## config.mk

```make
export PLATFORM = sky130hd
export DESIGN_NAME = pcie_link_rst_mgr
export DESIGN_NICKNAME = d
export VERILOG_FILES = /design/src/rtl/pcie_mgr_pkg.sv /design/src/rtl/pcie_sync2.sv /design/src/rtl/pcie_link_rst_mgr.sv
export SDC_FILE = /design/constraint.sdc
export NUM_CORES = 1
export LEC_CHECK = 0
export ABC_AREA = 1
export CELL_PAD_IN_SITES_DETAIL_PLACEMENT = 1
export CELL_PAD_IN_SITES_GLOBAL_PLACEMENT = 2
export CORE_UTILIZATION = 38
export CTS_CLUSTER_DIAMETER = 60
export DETAILED_ROUTE_END_ITERATION = 8
export DONT_BUFFER_PORTS = 1
export GPL_ROUTABILITY_DRIVEN = 0
export HOLD_SLACK_MARGIN = 0.02
export PLACE_DENSITY = 0.81
export SKIP_CTS_REPAIR_TIMING = 1
export SLEW_MARGIN = 20
export SYNTH_ARGS = -nofsm -noshare
export SYNTH_HDL_FRONTEND = slang
export SYNTH_SLANG_ARGS = --single-unit
```

## constraint.sdc

```tcl
create_clock -name sys_clk_125 -period 1.7 [get_ports sys_clk_125]
set_input_delay 0.255 -clock sys_clk_125 [delete_from_list [all_inputs] [get_ports sys_clk_125]]
set_output_delay 0.255 -clock sys_clk_125 [all_outputs]
set_load 0.05 [all_outputs]
```

## src/rtl/pcie_mgr_pkg.sv

```systemverilog
// pcie_mgr_pkg
// Shared definitions for the PCIe link reset manager:
//   - mgr_state_e  : sequencer state encodings (also exported on mgr_state)
//   - LTSSM_L0_DEF : default phy_ltssm_state encoding of L0
//   - DROP_CNT_W   : width of the saturating link-drop counter
//   - max_int      : elaboration-time helper for sizing shared counters
package pcie_mgr_pkg;

    typedef enum logic [2:0] {
        ST_RESET     = 3'd0,
        ST_LOCK_WAIT = 3'd1,
        ST_CORE_DLY  = 3'd2,
        ST_TRAIN     = 3'd3,
        ST_LINK_UP   = 3'd4,
        ST_RCVRY     = 3'd5
    } mgr_state_e;

    localparam logic [3:0] LTSSM_L0_DEF = 4'd3;
    localparam int         DROP_CNT_W   = 8;

    function automatic int max_int(input int a, input int b);
        return (a > b) ? a : b;
    endfunction

endpackage

```

## src/rtl/pcie_sync2.sv

```systemverilog
// pcie_sync2
// Two-flop synchroniser, parametrised width. The flops reset asynchronously
// to RST_VAL, so when used on a reset line (d tied high) it gives an
// assert-async / deassert-sync reset.
// Ports:
//   clk   in  1      destination clock
//   rst_n in  1      asynchronous active-low reset
//   d     in  WIDTH  asynchronous input
//   q     out WIDTH  synchronised output
module pcie_sync2 #(
    parameter int   WIDTH   = 1,
    parameter logic RST_VAL = 1'b0
) (
    input  logic             clk,
    input  logic             rst_n,
    input  logic [WIDTH-1:0] d,
    output logic [WIDTH-1:0] q
);

    logic [WIDTH-1:0] meta_q;
    logic [WIDTH-1:0] sync_q;

    // Metastability stage followed by the output stage.
    always_ff @(posedge clk or negedge rst_n) begin
        if (!rst_n) begin
            meta_q <= {WIDTH{RST_VAL}};
            sync_q <= {WIDTH{RST_VAL}};
        end else begin
            meta_q <= d;
            sync_q <= meta_q;
        end
    end

    assign q = sync_q;

endmodule

```

## src/rtl/pcie_link_rst_mgr.sv

```systemverilog
// pcie_link_rst_mgr
// Reset and link-management sequencer between the board reset pin, the
// PCS/SERDES PIPE wrapper and the PCIe core.
// Optional feature: define PCIE_LINK_WDOG_EN to build a training watchdog
// that restarts the core-reset delay if dl_up never arrives in TRAIN.
// Ports:
//   sys_clk_125      in   1          125 MHz core clock
//   rst_n            in   1          async active-low board reset
//   ffs_plol         in   1          PCS PLL loss of lock (async)
//   ffs_rlol         in   NUM_LANES  per-lane CDR loss of lock (async)
//   phy_ltssm_state  in   4          LTSSM state from core
//   dl_up            in   1          data link layer up
//   sw_retrain       in   1          single-cycle software retrain request
//   pcs_rst_n        out  1          reset to PIPE wrapper
//   core_rst_n       out  1          delayed reset to core / user logic
//   phy_l0           out  1          registered LTSSM == L0
//   hl_gto_rcvry     out  1          recovery request pulse
//   link_up          out  1          registered dl_up, only in LINK_UP
//   link_drop_cnt    out  8          saturating link-drop count
//   mgr_state        out  3          current sequencer state
module pcie_link_rst_mgr
    import pcie_mgr_pkg::*;
#(
    parameter int         NUM_LANES       = 1,
    parameter int         CORE_DLY_W      = 20,
    parameter int         LOCK_STABLE_CYC = 1024,
    parameter logic [3:0] LTSSM_L0        = LTSSM_L0_DEF,
    parameter int         RCVRY_PULSE_CYC = 4,
    parameter int         WDOG_W          = 24
) (
    input  logic                  sys_clk_125,
    input  logic                  rst_n,
    input  logic                  ffs_plol,
    input  logic [NUM_LANES-1:0]  ffs_rlol,
    input  logic [3:0]            phy_ltssm_state,
    input  logic                  dl_up,
    input  logic                  sw_retrain,
    output logic                  pcs_rst_n,
    output logic                  core_rst_n,
    output logic                  phy_l0,
    output logic                  hl_gto_rcvry,
    output logic                  link_up,
    output logic [DROP_CNT_W-1:0] link_drop_cnt,
    output logic [2:0]            mgr_state
);

    localparam int LOCK_W  = $clog2(LOCK_STABLE_CYC + 1);
    localparam int RCVRY_W = $clog2(RCVRY_PULSE_CYC + 1);
`ifdef PCIE_LINK_WDOG_EN
    localparam int WDOG_BITS = WDOG_W;
`else
    // Without the watchdog, TRAIN needs no counter bits.
    localparam int WDOG_BITS = 0 * WDOG_W;
`endif
    // One counter is shared by all states; it is cleared on every state change.
    localparam int CNT_W = max_int(max_int(CORE_DLY_W, LOCK_W), max_int(RCVRY_W, WDOG_BITS));

    localparam logic [CNT_W-1:0]      CNT_ZERO   = {CNT_W{1'b0}};
    localparam logic [CNT_W-1:0]      CNT_ONE    = CNT_W'(1);
    localparam logic [CNT_W-1:0]      LOCK_LAST  = CNT_W'(LOCK_STABLE_CYC - 1);
    localparam logic [CNT_W-1:0]      RCVRY_LAST = CNT_W'(RCVRY_PULSE_CYC - 1);
    localparam logic [DROP_CNT_W-1:0] DROP_MAX   = {DROP_CNT_W{1'b1}};
    localparam logic [DROP_CNT_W-1:0] DROP_ONE   = DROP_CNT_W'(1);
`ifdef PCIE_LINK_WDOG_EN
    // Leaving on the edge where the watchdog would reach all-ones.
    localparam logic [WDOG_W-1:0]     WDOG_LAST  = {{(WDOG_W-1){1'b1}}, 1'b0};
`endif

    logic                  rst_sync_n;
    logic                  plol_s;
    logic [NUM_LANES-1:0]  rlol_s;
    logic                  lock_ok;
    logic                  dl_up_fall;
    logic                  cnt_clr;
    logic                  cnt_inc;

    mgr_state_e            state_q, state_d;
    logic [CNT_W-1:0]      cnt_q, cnt_d;
    logic [DROP_CNT_W-1:0] drop_cnt_q, drop_cnt_d;
    logic                  dl_up_q;
    logic                  pcs_rst_n_q, pcs_rst_n_d;
    logic                  core_rst_n_q, core_rst_n_d;
    logic                  phy_l0_q, phy_l0_d;
    logic                  rcvry_q, rcvry_d;
    logic                  link_up_q, link_up_d;

    pcie_sync2 #(.WIDTH(1), .RST_VAL(1'b0)) u_rst_sync (
        .clk   (sys_clk_125),
        .rst_n (rst_n),
        .d     (1'b1),
        .q     (rst_sync_n)
    );

    // Lock synchronisers leave reset reading "locked"; LOCK_WAIT still
    // demands LOCK_STABLE_CYC clean cycles, which covers the first two.
    pcie_sync2 #(.WIDTH(1), .RST_VAL(1'b0)) u_plol_sync (
        .clk   (sys_clk_125),
        .rst_n (rst_sync_n),
        .d     (ffs_plol),
        .q     (plol_s)
    );

    pcie_sync2 #(.WIDTH(NUM_LANES), .RST_VAL(1'b0)) u_rlol_sync (
        .clk   (sys_clk_125),
        .rst_n (rst_sync_n),
        .d     (ffs_rlol),
        .q     (rlol_s)
    );

    assign lock_ok    = ~plol_s & ~(|rlol_s);
    assign dl_up_fall = dl_up_q & ~dl_up;

    // Next-state, counter and output decode; lock loss outranks every link event.
    always_comb begin
        state_d    = state_q;
        cnt_clr    = 1'b0;
        cnt_inc    = 1'b0;
        drop_cnt_d = drop_cnt_q;
        case (state_q)
            ST_RESET: begin
                state_d = ST_LOCK_WAIT;
            end
            ST_LOCK_WAIT: begin
                if (!lock_ok) begin
                    cnt_clr = 1'b1;
                end else if (cnt_q == LOCK_LAST) begin
                    state_d = ST_CORE_DLY;
                end else begin
                    cnt_inc = 1'b1;
                end
            end
            ST_CORE_DLY: begin
                if (!lock_ok) begin
                    state_d = ST_LOCK_WAIT;
                end else if (cnt_q[CORE_DLY_W-1]) begin
                    state_d = ST_TRAIN;
                end else begin
                    cnt_inc = 1'b1;
                end
            end
            ST_TRAIN: begin
                if (!lock_ok) begin
                    state_d = ST_LOCK_WAIT;
                end else if (dl_up) begin
                    state_d = ST_LINK_UP;
`ifdef PCIE_LINK_WDOG_EN
                end else if (cnt_q[WDOG_W-1:0] == WDOG_LAST) begin
                    state_d = ST_CORE_DLY;
                end else begin
                    cnt_inc = 1'b1;
                end
`else
                end else begin
                    state_d = ST_TRAIN;
                end
`endif
            end
            ST_LINK_UP: begin
                if (!lock_ok) begin
                    state_d = ST_LOCK_WAIT;
                end else if (dl_up_fall) begin
                    state_d    = ST_RCVRY;
                    drop_cnt_d = (drop_cnt_q == DROP_MAX) ? drop_cnt_q : (drop_cnt_q + DROP_ONE);
                end else if (sw_retrain) begin
                    state_d = ST_RCVRY;
                end else begin
                    state_d = ST_LINK_UP;
                end
            end
            ST_RCVRY: begin
                if (!lock_ok) begin
                    state_d = ST_LOCK_WAIT;
                end else if (cnt_q == RCVRY_LAST) begin
                    state_d = ST_TRAIN;
                end else begin
                    cnt_inc = 1'b1;
                end
            end
            default: begin
                state_d = ST_RESET;
            end
        endcase

        cnt_d = (cnt_clr || (state_d != state_q)) ? CNT_ZERO
              : (cnt_inc ? (cnt_q + CNT_ONE) : cnt_q);

        // Outputs follow the next state so they change on the same edge as mgr_state.
        pcs_rst_n_d  = (state_d != ST_RESET);
        core_rst_n_d = (state_d == ST_TRAIN) || (state_d == ST_LINK_UP) || (state_d == ST_RCVRY);
        rcvry_d      = (state_d == ST_RCVRY);
        link_up_d    = dl_up && (state_d == ST_LINK_UP);
        phy_l0_d     = (phy_ltssm_state == LTSSM_L0);
    end

    // State, counters and registered outputs, all cleared by the synchronised reset.
    always_ff @(posedge sys_clk_125 or negedge rst_sync_n) begin
        if (!rst_sync_n) begin
            state_q      <= ST_RESET;
            cnt_q        <= CNT_ZERO;
            drop_cnt_q   <= {DROP_CNT_W{1'b0}};
            dl_up_q      <= 1'b0;
            pcs_rst_n_q  <= 1'b0;
            core_rst_n_q <= 1'b0;
            phy_l0_q     <= 1'b0;
            rcvry_q      <= 1'b0;
            link_up_q    <= 1'b0;
        end else begin
            state_q      <= state_d;
            cnt_q        <= cnt_d;
            drop_cnt_q   <= drop_cnt_d;
            dl_up_q      <= dl_up;
            pcs_rst_n_q  <= pcs_rst_n_d;
            core_rst_n_q <= core_rst_n_d;
            phy_l0_q     <= phy_l0_d;
            rcvry_q      <= rcvry_d;
            link_up_q    <= link_up_d;
        end
    end

    assign pcs_rst_n     = pcs_rst_n_q;
    assign core_rst_n    = core_rst_n_q;
    assign phy_l0        = phy_l0_q;
    assign hl_gto_rcvry  = rcvry_q;
    assign link_up       = link_up_q;
    assign link_drop_cnt = drop_cnt_q;
    assign mgr_state     = state_q;

endmodule

```

==> results of run 1 <==
## layer usage
metal	global-route usage [%]	wire length (microns)	vias to the layer above
li1	-	-	1045
met3	3.82	136	12
met5	0	0	-
met2	38.3	3560	24
met4	7.86	99	0
met1	24.9	2940	1029
## final cells by class
| class | instances | area share, % |
|---|---|---|
| clock buffers | 5 | 2.03 |
| well taps | 75 | 2.77 |
| inverters | 34 | 4.06 |
| multi-input cells | 202 | 38.3 |
| flip-flops and latches | 43 | 32.0 |
| clock inverters | 3 | 1.40 |
| repair buffers | 78 | 19.4 |
## kinds of logic after synthesis
family,Yosys count
flip-flops,43
AND/OR/NAND/NOR,165
multiplexers,1
buffers and inverters,36
XOR/XNOR,20
AO/OA/AOI/OAI,13
adder cells (fa/ha/maj),2
other,1
## worst paths after layout
check | from | to | slack (ns) | cells after the start
max in group asynchronous | u_rst_sync.q | cnt_q[12] | 0.88 | 1
min | rst_n | u_rst_sync.q | 0.16 | 1
max | mgr_state[1] | cnt_q[16] | -0.16 | 10
min reg2reg | u_rst_sync.q | u_rlol_sync.meta_q | 0.26 | 0
min in group sys_clk_125 | dl_up | link_up | 0.21 | 2
max reg2reg | mgr_state[1] | cnt_q[16] | -0.16 | 10
## worst register-to-register path, cell delays in order (launching register included)
cell and delay (ns):
sky130_fd_sc_hd__dfrtp_2 0.49, sky130_fd_sc_hd__inv_4 0.07, sky130_fd_sc_hd__o211ai_1 0.23, sky130_fd_sc_hd__nand3_1 0.14, sky130_fd_sc_hd__nor2_2 0.15, sky130_fd_sc_hd__nand2_2 0.08, sky130_fd_sc_hd__xor2_1 0.14, sky130_fd_sc_hd__inv_1 0.10
sky130_fd_sc_hd__nand3_4 0.12, sky130_fd_sc_hd__buf_12 0.18, sky130_fd_sc_hd__nor2_4 0.09
## synthesized netlist by cell type
master and n:
sky130_fd_sc_hd__a21oi_1 3, sky130_fd_sc_hd__a31oi_1 1, sky130_fd_sc_hd__a32oi_1 1, sky130_fd_sc_hd__buf_6 2
sky130_fd_sc_hd__clkinv_2 1, sky130_fd_sc_hd__conb_1 1, sky130_fd_sc_hd__dfrtp_1 43, sky130_fd_sc_hd__ha_1 2
sky130_fd_sc_hd__inv_1 28, sky130_fd_sc_hd__inv_2 4, sky130_fd_sc_hd__inv_4 1, sky130_fd_sc_hd__mux2_2 1
sky130_fd_sc_hd__nand2_1 58, sky130_fd_sc_hd__nand2_2 7, sky130_fd_sc_hd__nand2_4 1, sky130_fd_sc_hd__nand3_1 20
sky130_fd_sc_hd__nand3_2 1, sky130_fd_sc_hd__nand3_4 2, sky130_fd_sc_hd__nand4_1 5, sky130_fd_sc_hd__nor2_1 35
sky130_fd_sc_hd__nor2_2 20, sky130_fd_sc_hd__nor2_4 4, sky130_fd_sc_hd__nor2_8 1, sky130_fd_sc_hd__nor3_1 6
sky130_fd_sc_hd__nor3_2 2, sky130_fd_sc_hd__nor3b_1 1, sky130_fd_sc_hd__nor4_1 2, sky130_fd_sc_hd__o211ai_1 1
sky130_fd_sc_hd__o21ai_0 4, sky130_fd_sc_hd__o21ai_1 2, sky130_fd_sc_hd__o21bai_1 1, sky130_fd_sc_hd__xnor2_1 5
sky130_fd_sc_hd__xor2_1 15
## state kept, by name, summed over array words and instances, names as in the netlist
register            count
u_rlol_sync.q           1
u_plol_sync.meta_q      1
u_plol_sync.q           1
dl_up_q                 1
link_drop_cnt           8
u_rlol_sync.meta_q      1
mgr_state               3
phy_l0                  1
u_rst_sync.meta_q       1
cnt_q                  20
pcs_rst_n               1
u_rst_sync.q            1
hl_gto_rcvry            1
link_up                 1
core_rst_n              1
## metrics by stage
stage	util [%]	setup TNS, ns	area, sq um	cells	setup slack (ns)
after floorplan	-	-0.760	2430	281	-0.0545
after global placement	50.1	-1.83	2980	415	-0.105
after detailed placement	50.1	-2.29	2980	415	-0.153
after CTS	52.1	-3.80	3100	423	-0.208
after global routing	57.0	-6.10	3390	440	-0.290
final	57.0	-3.15	3390	440	-0.162
## power by group
part	internal, W	switching [W]	total (W)
combinational	0.0000476	0.0000591	0.000107
clock	0.000446	0.000414	0.000861
sequential	0.00103	0.0000174	0.00105
total	0.00153	0.000491	0.00202
==> metrics.txt, run 1 <==
# TYPE chip_impl_metric gauge
chip_impl_metric{name="synthesis.area_per_instance",unit="sq um"} 8.40
chip_impl_metric{name="final_layout_size_suffix_gt1_share",unit="%"} 44.1
chip_impl_metric{name="final.period_utilization",unit="%"} 110
chip_impl_info{name="rsz0062_at_grt",value="true"} 1
chip_impl_metric{name="synth.ff_latch_count",unit=""} 43
chip_impl_metric{name="fp.dieH",unit="microns"} 80.8
chip_impl_metric{name="timing.critical_path.fanout_max",unit=""} 6
chip_impl_metric{name="io_pins",unit=""} 26
chip_impl_info{name="layout_common_cells",value="sky130_fd_sc_hd__buf_4, sky130_fd_sc_hd__nand2_1, sky130_fd_sc_hd__dfrtp_1"} 1
chip_impl_metric{name="global_route.overflow_total",unit=""} 0
chip_impl_info{name="synthTopCellsByArea",value="sky130_fd_sc_hd__dfrtp_1, sky130_fd_sc_hd__nand2_1, sky130_fd_sc_hd__nor2_1"} 1
chip_impl_metric{name="post_synth_num_cell_types",unit=""} 33
chip_impl_metric{name="drc_errors",unit=""} 0
chip_impl_metric{name="dieArea",unit="sq mm"} 0.00653
chip_impl_metric{name="layout_nets",unit=""} 376
chip_impl_metric{name="wl_per_cell",unit="microns"} 15.3
chip_impl_metric{name="final-max-slew-violation-count",unit=""} 0
chip_impl_metric{name="route.final.wire_length",unit="microns"} 6740
chip_impl_metric{name="dr_total_vias",unit=""} 2110
chip_impl_metric{name="power.total",unit="W"} 0.00202
chip_impl_metric{name="tritoncts.num_buffers",unit=""} 5
chip_impl_info{name="failed_checks",value="setup timing"} 1
chip_impl_metric{name="io_buffers",unit=""} 0
chip_impl_metric{name="synth-seq-area-share",unit="%"} 45.6
chip_impl_metric{name="mappedNetlistNets",unit=""} 293
chip_impl_metric{name="clk_pin_slew",unit="ns"} 0.10
chip_impl_metric{name="synth_xor_area_share",unit="%"} 7.42
chip_impl_metric{name="detailedPlacementHpwl",unit="microns"} 4780
chip_impl_metric{name="hold_viol_final",unit=""} 0
chip_impl_metric{name="fin_worst_skew",unit="ns"} 0.0109
chip_impl_info{name="clk_root_buffer_cell",value="sky130_fd_sc_hd__clkbuf_8"} 1
chip_impl_metric{name="post_drt_antenna_nets",unit=""} 0
chip_impl_info{name="min_path_type",value="in -> async"} 1
chip_impl_metric{name="cp_data_arrival_time",unit="ns"} 2.10
chip_impl_info{name="run_status",value="finished with violations"} 1
chip_impl_metric{name="start_util",unit="%"} 39.6
chip_impl_metric{name="drt_pre_antenna_iters",unit=""} 4
chip_impl_metric{name="seqCellArea",unit="sq mm"} 0.00109
chip_impl_metric{name="synthToLayoutAreaGrowth",unit="%"} 43.7
chip_impl_metric{name="global_route.usage.total",unit="%"} 21.2
chip_impl_metric{name="worst-endpoint-required",unit="ns"} 1.94
chip_impl_metric{name="core.rowCount",unit=""} 28
chip_impl_metric{name="floorplan.core_area",unit="sq mm"} 0.00596
chip_impl_metric{name="ctsLongestPathBuffers",unit=""} 2
chip_impl_metric{name="setup_violations",unit=""} 23
chip_impl_metric{name="final.setup.worst_slack",unit="ns"} -0.162
chip_impl_metric{name="dieWidth",unit="microns"} 80.8
chip_impl_metric{name="clk_latency",unit="ns"} 0.31
chip_impl_metric{name="synth-compound-area-share",unit="%"} 3.18
chip_impl_metric{name="share_of_cell_area_taken_by_muxes_after_synthesis",unit="%"} 0.477
chip_impl_metric{name="fmax",unit="GHz"} 0.537
chip_impl_metric{name="post_synth_fa_ha_maj_area_fraction",unit="%"} 1.06
chip_impl_metric{name="fin_hold_ws",unit="ns"} 0.162
chip_impl_metric{name="synth_area",unit="sq mm"} 0.00236
chip_impl_metric{name="cap_violations",unit=""} 0
chip_impl_metric{name="largest_net_degree_at_the_start_of_global_routing",unit=""} 26
chip_impl_metric{name="p_leak",unit="nW"} 1.60
chip_impl_metric{name="slew_headroom",unit="%"} 63.7
chip_impl_info{name="criticalPathCategory",value="reg -> reg"} 1
chip_impl_metric{name="grt_antenna_before_repair",unit=""} 0
chip_impl_metric{name="viasPerCell",unit=""} 4.80
chip_impl_info{name="critical_path_cell_list",value="inv_4 -> o211ai_1 -> nand3_1 -> nor2_2 -> nand2_2 -> xor2_1 -> inv_1 -> nand3_4 -> buf_12 -> nor2_4"} 1
chip_impl_info{name="critical_path.top_delay_family",value="simple AND/OR/NAND/NOR gates"} 1
chip_impl_metric{name="post-synth-top-area-fraction",unit="%"} 45.6
chip_impl_metric{name="slew_of_the_pin_with_the_lowest_slew_margin",unit="ns"} 0.544
chip_impl_metric{name="power-per-cell-area",unit="mW/mm^2"} 594
chip_impl_info{name="worstSetupStartpointType",value="flop"} 1
chip_impl_metric{name="critical_path.max_stage_delay",unit="ns"} 0.49
chip_impl_info{name="dominant_combinational_cell_family_by_area_after_synthesis",value="simple AND/OR/NAND/NOR gates"} 1
chip_impl_metric{name="nFillCells",unit=""} 712
chip_impl_metric{name="detail_route.iter0.violations",unit=""} 90
chip_impl_metric{name="tritoncts_num_sinks",unit=""} 43
chip_impl_metric{name="number_of_global_route_vias_before_repair",unit=""} 2304
chip_impl_metric{name="finalCriticalPeriod",unit="ns"} 1.86
chip_impl_metric{name="count_of_mapped_cells_out_of_synthesis",unit=""} 281
chip_impl_metric{name="path_buf_inv",unit=""} 3
chip_impl_metric{name="insertedDiodeCount",unit=""} 0
chip_impl_metric{name="synth_simple_gate_area_share",unit="%"} 35.6
chip_impl_metric{name="cts-htree-levels",unit=""} 2
chip_impl_info{name="layout_commonest_cell",value="sky130_fd_sc_hd__buf_4"} 1
chip_impl_info{name="worst_setup_path_end_kind",value="flop"} 1
chip_impl_metric{name="grt_first_pass_wirelength",unit="microns"} 10500
chip_impl_info{name="critical_path.slowest_cell",value="sky130_fd_sc_hd__dfrtp_2"} 1
chip_impl_info{name="synthDominantAreaCellType",value="sky130_fd_sc_hd__dfrtp_1"} 1
chip_impl_metric{name="ir_drop",unit="uV"} 343
chip_impl_metric{name="synth.yosys.warnings",unit=""} 0
chip_impl_info{name="tritoncts_clock_tree",value="built"} 1
chip_impl_metric{name="area_taken_by_multi_input_logic_gates",unit="sq mm"} 0.00130
Power figures use the tool's default switching activity.
==> run 2: changes to the inputs <==
Settings changed: CORE_UTILIZATION 38 to 34, GPL_ROUTABILITY_DRIVEN 0 to not set, PLACE_DENSITY 0.81 to 0.76.
Clock period 1.7 ns to 1.54 ns, I/O delays scaled along.
==> metrics.txt, run 2 (synthesis gave the netlist of run 1 again) <==
# TYPE chip_impl_metric gauge
chip_impl_metric{name="timing.critical_path.fanout_max",unit=""} 10
chip_impl_metric{name="fmax",unit="GHz"} 0.537
chip_impl_metric{name="start_util",unit="%"} 34.9
chip_impl_metric{name="grt_antenna_before_repair",unit=""} 0
chip_impl_metric{name="final_cells",unit=""} 451
chip_impl_metric{name="cp_data_arrival_time",unit="ns"} 2.09
chip_impl_metric{name="route.final.wire_length",unit="microns"} 6530
chip_impl_metric{name="insertedDiodeCount",unit=""} 0
chip_impl_metric{name="detail_route.iter0.violations",unit=""} 66
chip_impl_metric{name="floorplan.core_area",unit="sq mm"} 0.00676
chip_impl_info{name="rsz0062_at_grt",value="true"} 1
chip_impl_metric{name="post_drt_antenna_nets",unit=""} 0
chip_impl_metric{name="ctsLongestPathBuffers",unit=""} 2
chip_impl_info{name="critical_path.reg2reg.endpoint",value="cnt_q[2]"} 1
chip_impl_metric{name="cap_violations",unit=""} 0
chip_impl_info{name="timing.rr.start",value="mgr_state[1]"} 1
chip_impl_metric{name="global_route.overflow_total",unit=""} 0
chip_impl_metric{name="synthToLayoutAreaGrowth",unit="%"} 45.4
chip_impl_metric{name="p_leak",unit="nW"} 1.61
chip_impl_metric{name="setup_violations",unit=""} 30
chip_impl_info{name="worstSetupStartpointType",value="flop"} 1
chip_impl_metric{name="critical_path.max_stage_delay",unit="ns"} 0.47
chip_impl_info{name="run_status",value="finished with violations"} 1
chip_impl_info{name="register_containing_the_most_flip_flops_in_the_final_layout",value="cnt_q"} 1
chip_impl_metric{name="clk_pin_slew",unit="ns"} 0.10
chip_impl_metric{name="grt_first_pass_wirelength",unit="microns"} 10400
chip_impl_metric{name="final-max-slew-violation-count",unit=""} 0
chip_impl_metric{name="r2r.worst_path.cells",unit=""} 11
chip_impl_metric{name="dieWidth",unit="microns"} 85.3
chip_impl_metric{name="worst-r2r-setup-slack",unit="ns"} -0.32
chip_impl_metric{name="timing.setup.tns",unit="ns"} -7.32
chip_impl_metric{name="power-per-cell-area",unit="mW/mm^2"} 641
chip_impl_info{name="layout_common_cells",value="sky130_fd_sc_hd__buf_4, sky130_fd_sc_hd__nand2_1, sky130_fd_sc_hd__dfrtp_1"} 1
chip_impl_metric{name="viasPerCell",unit=""} 4.72
chip_impl_metric{name="final.setup.worst_slack",unit="ns"} -0.321
chip_impl_metric{name="final_layout_size_suffix_gt1_share",unit="%"} 46.4
chip_impl_metric{name="io_pins",unit=""} 26
chip_impl_info{name="clk_root_buffer_cell",value="sky130_fd_sc_hd__clkbuf_8"} 1
chip_impl_metric{name="clk_latency",unit="ns"} 0.30
chip_impl_metric{name="ir_drop",unit="uV"} 333
chip_impl_info{name="min_path_type",value="in -> async"} 1
chip_impl_metric{name="wl_per_cell",unit="microns"} 14.5
chip_impl_info{name="critical_path.slowest_cell",value="sky130_fd_sc_hd__dfrtp_2"} 1
chip_impl_metric{name="largest_net_degree_at_the_start_of_global_routing",unit=""} 26
chip_impl_metric{name="tritoncts.num_buffers",unit=""} 5
chip_impl_info{name="layout_commonest_cell",value="sky130_fd_sc_hd__buf_4"} 1
chip_impl_metric{name="path_buf_inv",unit=""} 2
chip_impl_metric{name="final.period_utilization",unit="%"} 121
chip_impl_metric{name="tritoncts_num_sinks",unit=""} 43
chip_impl_metric{name="seqCellArea",unit="sq mm"} 0.00109
chip_impl_metric{name="largest_register_ff_count",unit=""} 20
chip_impl_metric{name="fin_worst_skew",unit="ns"} 0.0120
chip_impl_metric{name="drt_pre_antenna_iters",unit=""} 4
chip_impl_info{name="critical_path_cell_list",value="nand2_4 -> nor2_4 -> buf_4 -> a31oi_1 -> nand3_2 -> nand2_1 -> nand2_1 -> nand2_1 -> nand3_4 -> buf_12 -> nor2_1"} 1
chip_impl_metric{name="fp.dieH",unit="microns"} 85.3
chip_impl_metric{name="hold_viol_final",unit=""} 0
chip_impl_metric{name="global_route.usage.total",unit="%"} 18.4
chip_impl_metric{name="drc_errors",unit=""} 0
chip_impl_metric{name="routabilityCongestion",unit=""} 0.842
chip_impl_info{name="path_common_cell",value="sky130_fd_sc_hd__nand2_1"} 1
chip_impl_metric{name="finalCriticalPeriod",unit="ns"} 1.86
chip_impl_metric{name="dr_total_vias",unit=""} 2128
chip_impl_metric{name="area_taken_by_multi_input_logic_gates",unit="sq mm"} 0.00131
chip_impl_metric{name="worst-endpoint-required",unit="ns"} 1.77
chip_impl_metric{name="nFillCells",unit=""} 818
chip_impl_metric{name="core.rowCount",unit=""} 30
chip_impl_metric{name="dieArea",unit="sq mm"} 0.00728
chip_impl_metric{name="detailedPlacementHpwl",unit="microns"} 4810
chip_impl_info{name="tritoncts_clock_tree",value="built"} 1
chip_impl_metric{name="placedCellCount",unit=""} 425
chip_impl_metric{name="cts-htree-levels",unit=""} 2
chip_impl_metric{name="layout_nets",unit=""} 382
chip_impl_info{name="worst_setup_path_end_kind",value="flop"} 1
chip_impl_info{name="critical_path.top_delay_family",value="simple AND/OR/NAND/NOR gates"} 1
chip_impl_metric{name="number_of_global_route_vias_before_repair",unit=""} 2233
chip_impl_info{name="failed_checks",value="setup timing"} 1
chip_impl_metric{name="io_buffers",unit=""} 0
chip_impl_info{name="criticalPathCategory",value="reg -> reg"} 1
-- run 2: routing by layer --
layer	wire length (microns)	global-route usage, %
met5	0	0
met4	41	3.64
met3	147	3.89
met2	3490	33.4
met1	2850	22.7
-- run 2: worst max path at each step --
stage / from / slack (ns) / end / depth (start not counted)
2_1_floorplan: mgr_state[1] / -0.21 / cnt_q[4] / 11
3_3_place_gp: cnt_q[7] / -0.29 / cnt_q[9] / 13
3_5_place_dp: cnt_q[1] / -0.32 / cnt_q[2] / 13
4_1_cts: cnt_q[1] / -0.34 / cnt_q[2] / 13
5_1_grt: cnt_q[2] / -0.44 / cnt_q[17] / 12
6_report: mgr_state[1] / -0.32 / cnt_q[2] / 11
-- run 2: report_power, final --
group | switching, W | internal [W] | total, W | leakage, nW
combinational | 0.0000634 | 0.0000460 | 0.000109 | 0.994
sequential | 0.0000158 | 0.00114 | 0.00115 | 0.557
clock | 0.000447 | 0.000489 | 0.000936 | 0.0548
-- run 2: per-stage QoR --
step	cell area [sq um]	total power, W	hold slack, ns	util, %	worst slack (ns)
floorplan	2430	0.00123	-0.0646	-	-0.214
global placement	3040	0.00127	-0.0645	45.0	-0.295
detailed placement	3040	0.00127	-0.0645	45.0	-0.319
CTS	3160	0.00222	-0.407	46.7	-0.342
global route	3430	0.00228	0.133	50.8	-0.443
finish	3430	0.00220	0.139	50.8	-0.321
-- run 2: worst register-to-register path, delay by kind of cell, from the launching register on --
| kind | cells | cell delay (ns) |
|---|---|---|
| compound gates | 1 | 0.23 |
| buf+inv | 2 | 0.30 |
| flops | 1 | 0.47 |
| simple gates | 8 | 0.79 |
-- run 2: area by class of cell --
| cell class | instances | share of cell area (%) |
|---|---|---|
| clock buffers | 5 | 2.00 |
| clock inverters | 3 | 1.35 |
| inverters | 34 | 3.94 |
| multi-input cells | 202 | 38.2 |
| flip-flops and latches | 43 | 31.6 |
| well taps | 80 | 2.92 |
| repair buffers | 84 | 20.0 |
==> run 3: changes to the inputs <==
Settings changed: GPL_ROUTABILITY_DRIVEN set to 0.
==> results of run 3 <==
No change in the layout: final DEF, timing and power equal those of run 2.
